### src/rtl/pipe_skid_stage_pkg.sv
// Shared definitions for the pipeline stage registers: FSM state encodings and ctrl bit positions.
package pipe_skid_stage_pkg;

  typedef enum logic [1:0] {
    ST_EMPTY = 2'd0,
    ST_HOLD  = 2'd1,
    ST_FULL  = 2'd2
  } state_t;

  localparam int unsigned CTRL_WREG  = 0;
  localparam int unsigned CTRL_M2REG = 1;
  localparam int unsigned CTRL_WMEM  = 2;

  localparam int unsigned OCC_W = 2;

endpackage

### src/rtl/pipe_skid_stage_slot.sv
// One payload register with load enable plus a valid flag that can be cleared.
module pipe_slot #(
  parameter int unsigned W = 8
) (
  input  logic         clock,
  input  logic         reset,
  input  logic         load,
  input  logic         clear,
  input  logic [W-1:0] d,
  output logic [W-1:0] q,
  output logic         valid
);

  // Payload register: captures d on load, otherwise keeps its value.
  always_ff @(posedge clock or posedge reset) begin
    if (reset) begin
      q <= '0;
    end else if (load) begin
      q <= d;
    end
  end

  // Valid flag: clear wins over load so a kill always empties the slot.
  always_ff @(posedge clock or posedge reset) begin
    if (reset) begin
      valid <= 1'b0;
    end else if (clear) begin
      valid <= 1'b0;
    end else if (load) begin
      valid <= 1'b1;
    end
  end

endmodule

### src/rtl/pipe_skid_stage.sv
// Elastic pipeline stage: main register plus one skid entry, valid/ready on both sides,
// flush with bubble insertion, occupancy report and a saturating stall counter.
module pipe_skid_stage
  import pipe_skid_stage_pkg::*;
#(
  parameter int unsigned DW = 32,
  parameter int unsigned RW = 5,
  parameter int unsigned CW = 3,
  parameter int unsigned SW = 16
) (
  input  logic             clock,
  input  logic             reset,
  input  logic             flush,
  input  logic             in_valid,
  output logic             in_ready,
  input  logic [CW-1:0]    in_ctrl,
  input  logic [DW-1:0]    in_alu,
  input  logic [DW-1:0]    in_b,
  input  logic [RW-1:0]    in_rn,
  output logic             out_valid,
  input  logic             out_ready,
  output logic [CW-1:0]    out_ctrl,
  output logic [DW-1:0]    out_alu,
  output logic [DW-1:0]    out_b,
  output logic [RW-1:0]    out_rn,
  output logic [OCC_W-1:0] occupancy,
  output logic [SW-1:0]    stall_cnt
);

  localparam int unsigned PW      = CW + DW + DW + RW;
  localparam int unsigned ALU_LSB = DW + RW;
  localparam int unsigned B_LSB   = RW;
  localparam logic [SW-1:0] STALL_MAX = '1;

  state_t          state;
  state_t          state_next;
  logic            in_fire;
  logic            out_fire;
  logic            main_load;
  logic            main_clr;
  logic            main_sel_skid;
  logic            skid_load;
  logic            skid_clr;
  logic            main_valid;
  logic            skid_valid;
  logic [PW-1:0]   in_bus;
  logic [PW-1:0]   main_d;
  logic [PW-1:0]   main_q;
  logic [PW-1:0]   skid_q;

  assign in_bus   = {in_ctrl, in_alu, in_b, in_rn};
  assign main_d   = main_sel_skid ? skid_q : in_bus;
  assign in_fire  = in_valid & in_ready;
  assign out_fire = main_valid & out_ready;

  // Main slot feeds the outputs; skid slot absorbs one entry under back-pressure.
  pipe_slot #(.W(PW)) u_main (
    .clock (clock),
    .reset (reset),
    .load  (main_load),
    .clear (main_clr),
    .d     (main_d),
    .q     (main_q),
    .valid (main_valid)
  );

  pipe_slot #(.W(PW)) u_skid (
    .clock (clock),
    .reset (reset),
    .load  (skid_load),
    .clear (skid_clr),
    .d     (in_bus),
    .q     (skid_q),
    .valid (skid_valid)
  );

  // State register.
  always_ff @(posedge clock or posedge reset) begin
    if (reset) begin
      state <= ST_EMPTY;
    end else begin
      state <= state_next;
    end
  end

  // Next-state and slot control; flush overrides every transition.
  always_comb begin
    state_next    = state;
    main_load     = 1'b0;
    main_clr      = 1'b0;
    main_sel_skid = 1'b0;
    skid_load     = 1'b0;
    skid_clr      = 1'b0;
    if (flush) begin
      state_next = ST_EMPTY;
      main_clr   = 1'b1;
      skid_clr   = 1'b1;
    end else begin
      case (state)
        ST_EMPTY: begin
          if (in_fire) begin
            main_load  = 1'b1;
            state_next = ST_HOLD;
          end
        end
        ST_HOLD: begin
          if (in_fire && out_fire) begin
            main_load = 1'b1;
          end else if (in_fire) begin
            skid_load  = 1'b1;
            state_next = ST_FULL;
          end else if (out_fire) begin
            main_clr   = 1'b1;
            state_next = ST_EMPTY;
          end
        end
        ST_FULL: begin
          if (out_fire) begin
            main_load     = 1'b1;
            main_sel_skid = 1'b1;
            skid_clr      = 1'b1;
            state_next    = ST_HOLD;
          end
        end
        default: begin
          state_next = ST_EMPTY;
          main_clr   = 1'b1;
          skid_clr   = 1'b1;
        end
      endcase
    end
  end

  // Saturating count of back-pressured cycles; only reset clears it.
  always_ff @(posedge clock or posedge reset) begin
    if (reset) begin
      stall_cnt <= '0;
    end else if (main_valid && !out_ready && (stall_cnt != STALL_MAX)) begin
      stall_cnt <= stall_cnt + SW'(1);
    end
  end

  assign in_ready  = ~skid_valid;
  assign out_valid = main_valid;
  assign occupancy = OCC_W'(state);
  assign out_ctrl  = main_q[PW-1 -: CW] & {CW{main_valid}};
  assign out_alu   = main_q[ALU_LSB +: DW];
  assign out_b     = main_q[B_LSB +: DW];
  assign out_rn    = main_q[RW-1:0];

endmodule

### config.mk
export PLATFORM = sky130hd
export DESIGN_NAME = pipe_skid_stage
export DESIGN_NICKNAME = d
export VERILOG_FILES = /design/src/rtl/pipe_skid_stage_pkg.sv /design/src/rtl/pipe_skid_stage_slot.sv /design/src/rtl/pipe_skid_stage.sv
export SDC_FILE = /design/constraint.sdc
export NUM_CORES = 1
export LEC_CHECK = 0
export ABC_AREA = 1
export CORE_MARGIN = 1.5
export CORE_UTILIZATION = 52
export CTS_CLUSTER_DIAMETER = 150
export CTS_CLUSTER_SIZE = 20
export DETAILED_ROUTE_END_ITERATION = 8
export GPL_TIMING_DRIVEN = 0
export PLACE_DENSITY = 0.9
export SYNTH_ARGS = -nofsm -noshare
export SYNTH_HDL_FRONTEND = slang
export SYNTH_SLANG_ARGS = --single-unit
### constraint.sdc
create_clock -name clock -period 6.3 [get_ports clock]
set_clock_uncertainty 0.05 [all_clocks]
set_input_delay 1.26 -clock clock [delete_from_list [all_inputs] [get_ports clock]]
set_output_delay 1.26 -clock clock [all_outputs]
set_load 0.01 [all_outputs]
==> impl_metrics.csv, run 1 <==
group,metric,value,unit
placed_design,dpl-instance-area,0.0101,mm²
clock_tree,clock_sinks,164,
power_and_ir_drop,pwr-share-seq,0.436,
worst_setup_path,critPathBufInv,2,
global_routing,grt_first_pass_wirelength,32700,µm
global_routing,grt_pass1_vias,6874,
layout,drive_gt1_frac,0.112,
worst_setup_path,r2r-end,"stall_cnt[4]",
detailed_routing,via_count,7094,
timing,clock.fmax,345,MHz
layout,nFillCells,1165,
worst_setup_path,r2r_slack,4370,ps
power_and_ir_drop,p_comb_frac,0.310,
placed_design,gp_routability_congestion,0.797,
worst_setup_path,rr_startpoint,"stall_cnt[0]",
synth,synth_top_area_cell,"dfrtp_1",
min_path,min_to,"u_main.q[62]",
clock_tree,cts_tree,"built",
synth,synth_fp_nets,1105,
min_path,whs_path_depth,2,
min_path,hold_path.class,"reg2reg",
worst_setup_path,cp_top_family,"buffers and inverters",
worst_setup_path,cp_max_fo,6,
clock_tree,cts_resized,0,
detailed_routing,route.detailed.wl_per_inst,14.0,µm
worst_setup_path,rr_worst_depth,9,
synth,synth_area,0.00816,mm²
detailed_routing,firstDrtPassIters,5,
worst_setup_path,start_kind,"register",
detailed_routing,ant_nets,0,
clock_tree,clkTransAtPathRegs,60,ps
power_and_ir_drop,pwr-share-clk,0.254,
timing,tightest_slew,634,ps
synth,ys_types,26,
synth,async_reset_ff_frac,1.00,
worst_setup_path,required,4990,ps
clock_tree,holdBufCountCts,0,
power_and_ir_drop,power_density,356,mW/mm²
floorplanning,row_count,45,
timing,fin_crit_sh,0.460,
layout,fin_util,0.699,
global_routing,grt_overflow,0,
min_path,min_from,"u_main.q[62]",
detailed_routing,drt_first_iter_violations,432,
synth,synthFlopType,"dfrtp_1",
synth,synth.most_common_cell,"nand2_1",
floorplanning,io_pins,169,
floorplanning,die-area,0.0164,mm²
power_and_ir_drop,switching_share,0.296,
global_routing,antenna_found_initial,0,
synth,synth_top_area_share,0.503,
floorplanning,start_util,0.534,
synth,yosys_warnings,0,
synth,synth_edf_count,0,
clock_tree,cts_buffers,17,
global_routing,track_usage,0.255,
timing,rsz0062_at_grt,"false",
layout,fin_area,0.0107,mm²
power_and_ir_drop,ir_worst_vdd,0.000210,V
clock_tree,worstSkewPairLatency,430,ps
worst_setup_path,path_cells,"nand2_1 > inv_1 > clkdlybuf4s50_1",
layout,diodes,0,
job,drv_cap,0,
synth,synth_top_cells_by_count,"nand2_1, dfrtp_1, inv_1",
worst_setup_path,critPathMaxStageDelay,530,ps
power_and_ir_drop,p_leak,5.47,nW
worst_setup_path,worstSetupEndpointType,"output pin",
global_routing,grt_max_degree,122,
timing,finalHoldViolations,0,
power_and_ir_drop,p_sw,0.00112,W
worst_setup_path,critPathSlowestCell,"clkdlybuf4s50_1",
timing,max-slew-margin-rel,0.578,
clock_tree,htreeDepth,4,
synth,syn_avg_cell_area,7.94,µm²
synth,yosysSeqAreaShare,0.503,
synth,ys_ff_latch,164,
layout,area_growth,30.8,%
timing,timing.final.crit_period,2900,ps
synth,synth_area_leaders,"dfrtp_1, nand2_1, buf_4",
power_and_ir_drop,internal_power,0.00267,W
detailed_routing,totalWireLength,20100,µm
timing,drv_slew,0,
floorplanning,die_h,128,µm
placed_design,place_hpwl,13800,µm
placed_design,portBuffers,168,
floorplanning,core_area,0.0153,mm²
clock_tree,cts_buffer_depth,2,
clock_tree,cts_setup_buffers,0,
worst_setup_path,crit_type,"reg2out",
worst_setup_path,worstPathArrival,1590,ps
synth,synth_cells,1027,
detailed_routing,via_per_inst,4.94,
run_status,status,"completed",
timing,finalSetupViolCount,0,
clock_tree,clock_tree.root_cell,"clkbuf_16",
layout,final_nets,1293,
floorplanning,die_w,128,µm
detailed_routing,drc,0,
power_and_ir_drop,p_total,0.00379,W
## registers in the layout, indices dropped and copies added, names as in the netlist
register	count
u_skid.valid	1
stall_cnt	16
occupancy	2
u_skid.q	72
u_main.valid	1
u_main.q	72
## cell families (layout without fill, tap and decap cells)
group / count (synthesis) / after routing / share of synthesized area
flops: 164 / 164 / 0.503
xor+xnor: 7 / 7 / 0.00752
fa+ha+maj: 1 / 1 / 0.00153
buf+inv: 209 / 407 / 0.135
simple gates: 558 / 558 / 0.297
compound gates: 88 / 88 / 0.0562
## power by group through the flow
stage	clock [W]	combinational, W	sequential, W
final	0.000963	0.00118	0.00165
after global placement	0	0.00113	0.00164
after detailed placement	0	0.00118	0.00166
after floorplan	0	0.000688	0.00160
after global routing	0.00102	0.00130	0.00170
after CTS	0.000975	0.00119	0.00165
## routing by layer
layer	vias up	wire, µm	GRT usage
met5	-	0	0
met4	0	592	0.116
met3	42	1110	0.0563
met2	238	9940	0.429
met1	3359	8420	0.315
li1	3455	-	-
## metrics by stage
step                instances  TNS (ps)  worst slack, ps  hold slack, ps
finish                   1436         0             3400             427
global route             1436         0             3370             442
CTS                      1436         0             3400             431
detailed placement       1407         0             3180             416
global placement         1406   -247720            -1520             408
floorplan                1027         0              557             396
## worst max-delay path by stage
stage / depth (start not counted) / slack, ps / start / endpoint
6_report: 3 / 3400 / u_main.valid / out_ctrl[1]
5_1_grt: 3 / 3370 / u_main.valid / out_ctrl[1]
4_1_cts: 3 / 3400 / u_main.valid / out_ctrl[1]
3_5_place_dp: 6 / 3180 / flush / u_skid.q[20]
3_3_place_gp: 2 / -1520 / reset / u_main.q[14]
2_1_floorplan: 1 / 560 / reset / occupancy[0]
## worst min-delay path, delay by kind of cell, from the launching register on
family	cells	cell delay, ps
flops	1	340
simple gates	2	100
## placed cells by master, fill, tap and decap left out, drive strengths merged, types with 3 or more instances in the layout
| master | count |
|---|---|
| nand3 | 78 |
| nand2 | 381 |
| clkinv | 3 |
| nand4 | 5 |
| clkbuf | 41 |
| o21ai | 82 |
| nor2 | 22 |
| or2 | 72 |
| inv | 92 |
| xnor2 | 6 |
| clkdlybuf4s50 | 168 |
| dfrtp | 164 |
| a21oi | 5 |
| buf | 101 |
## layout make-up
type / count / area, µm² / share of cell area
multi-input cells: 654 / 2950 / 0.277
repair buffers: 169 / 1710 / 0.160
well taps: 211 / 264 / 0.0247
clock buffers: 24 / 482 / 0.0451
flip-flops and latches: 164 / 4100 / 0.385
clock inverters: 5 / 52.6 / 0.00492
plain buffers: 117 / 749 / 0.0702
inverters: 92 / 355 / 0.0333
No activity file was read; power rests on OpenSTA's default activity.
==> inputs of run 2 (changes only) <==
- clock period: 6.3 -> 2.8 ns (I/O delays scaled with it)
==> run 2 against run 1 <==
Combinational power increased by 120%. Via count decreased by 0.61%. Wire length decreased by 1.4%. Register-to-register slack got worse by 3500 ps. Largest power group unchanged.
==> impl_metrics.csv, run 2 (synthesized netlist as in run 1, its figures left out) <==
group,metric,value,unit
run_status,status,"completed",
job,drv_cap,0,
clock_tree,clkTransAtPathRegs,60,ps
detailed_routing,drc,0,
layout,multiInputGateArea,0.00295,mm²
timing,max-slew-margin-rel,0.678,
worst_setup_path,critPathBufInv,2,
detailed_routing,via_count,7051,
layout,fin_util,0.705,
floorplanning,start_util,0.534,
layout,area_growth,31.9,%
worst_setup_path,start_kind,"register",
placed_design,post-place-ws,395,ps
global_routing,grt_pass1_vias,6788,
detailed_routing,met1_length,8550,µm
detailed_routing,drt_first_iter_violations,473,
placed_design,gp_routability_congestion,0.813,
layout,final_common_cell,"nand2_1",
clock_tree,clock_sinks,164,
floorplanning,io_pins,169,
layout,drive_gt1_frac,0.116,
worst_setup_path,path_cells,"nand2_1 > inv_1 > clkdlybuf4s50_1",
detailed_routing,totalWireLength,19800,µm
clock_tree,cts_resized,0,
timing,rsz0062_at_grt,"false",
clock_tree,cts_buffers,17,
clock_tree,clock_tree.root_cell,"clkbuf_16",
layout,nFillCells,1130,
worst_setup_path,cp_max_fo,6,
layout,diodes,0,
layout,layout_common_cells,"nand2_1, clkdlybuf4s50_1, dfrtp_1, inv_1, o21ai_0",
detailed_routing,ant_nets,0,
timing,fin_crit_sh,0.796,
worst_setup_path,cp_top_family,"buffers and inverters",
detailed_routing,routed.top_layer,"met4",
global_routing,grt_first_pass_wirelength,32400,µm
timing,worst_slack,572,ps
placed_design,portBuffers,168,
timing,clock.fmax,449,MHz
layout,final_nets,1296,
clock_tree,cts_tree,"built",
layout,final_cells,1442,
timing,finalSetupViolCount,0,
floorplanning,core_area,0.0153,mm²
min_path,hold_path.class,"in2async",
timing,tightest_slew,484,ps
floorplanning,die_w,128,µm
detailed_routing,wl_met3,880,µm
worst_setup_path,required,2190,ps
placed_design,dp.cells,1410,
power_and_ir_drop,ir_worst_vdd,0.000468,V
floorplanning,die-area,0.0164,mm²
clock_tree,cts_setup_buffers,0,
placed_design,place_hpwl,13900,µm
layout,top_regs,"u_main.q x72, u_skid.q x72, stall_cnt x16",
global_routing,grt_max_degree,44,
layout,regArea,0.00410,mm²
worst_setup_path,worstSetupEndpointType,"output pin",
layout,fin_area,0.0108,mm²
timing,timing.final.crit_period,2230,ps
global_routing,grt_overflow,0,
detailed_routing,firstDrtPassIters,7,
clock_tree,htreeDepth,4,
detailed_routing,via_per_inst,4.89,
floorplanning,die_h,128,µm
timing,drv_slew,0,
worst_setup_path,crit_type,"reg2out",
power_and_ir_drop,p_leak,5.50,nW
placed_design,dpl-instance-area,0.0102,mm²
timing,hold_ws,395,ps
timing,finalHoldViolations,0,
worst_setup_path,critPathSlowestCell,"clkdlybuf4s50_1",
worst_setup_path,rr_worst_depth,9,
clock_tree,cts_buffer_depth,2,
global_routing,antenna_found_initial,0,
worst_setup_path,worstPathArrival,1620,ps
worst_setup_path,r2r-end,"stall_cnt[5]",
worst_setup_path,critPathMaxStageDelay,530,ps
clock_tree,holdBufCountCts,0,
detailed_routing,wl_met2,9890,µm
clock_tree,worstSkewPairLatency,420,ps
detailed_routing,route.detailed.wl_per_inst,13.7,µm
floorplanning,row_count,45,
worst_setup_path,rr_startpoint,"stall_cnt[0]",
power_and_ir_drop,power_density,802,mW/mm²
global_routing,track_usage,0.250,
worst_setup_path,r2r_slack,900,ps
-- run 2: worst max-delay path by stage --
stage / cells past startpoint / slack (ps) / start / end
2_1_floorplan: 1 / 110 / reset / occupancy[0]
3_3_place_gp: 2 / -1240 / reset / u_main.q[57]
3_5_place_dp: 8 / 390 / flush / u_main.q[59]
4_1_cts: 3 / 560 / u_main.valid / out_ctrl[2]
5_1_grt: 3 / 520 / u_main.valid / out_ctrl[2]
6_report: 3 / 570 / u_main.valid / out_ctrl[2]
-- run 2: metrics by stage --
step | TNS (ps) | total power, W
floorplan | 0 | 0.00515
global placement | -201370 | 0.00623
detailed placement | 0 | 0.00637
CTS | 0 | 0.00867
global route | 0 | 0.00912
finish | 0 | 0.00862
-- run 2: metal layers --
layer | track usage | vias to the layer above
li1 | - | 3473
met1 | 0.321 | 3350
met2 | 0.423 | 194
met3 | 0.0426 | 34
met4 | 0.0978 | 0
met5 | 0 | -
-- run 2: worst register-to-register path, stage by stage, from the launching register on --
cell     delay, ps
dfrtp_1        450
ha_1           270
inv_1           90
nor2_4         180
nand2_4         90
o21ai_4        320
inv_4           90
buf_6          150
nand2_1         60
nand2_1         50
-- run 2: report_power, final --
| part | total (W) | internal (W) | leakage (nW) | switching (W) |
|---|---|---|---|---|
| combinational | 0.00265 | 0.00153 | 3.15 | 0.00112 |
| sequential | 0.00371 | 0.00322 | 2.07 | 0.000487 |
| clock | 0.00227 | 0.00136 | 0.277 | 0.000914 |
-- run 2: area by class of cell --
type	instances	area share
Sequential cell	164	0.382
Multi-Input combinational cell	654	0.275
Timing Repair Buffer	172	0.164
Buffer	117	0.0697
Clock buffer	23	0.0435
Inverter	92	0.0327
Tap cell	211	0.0245
Clock inverter	9	0.00965
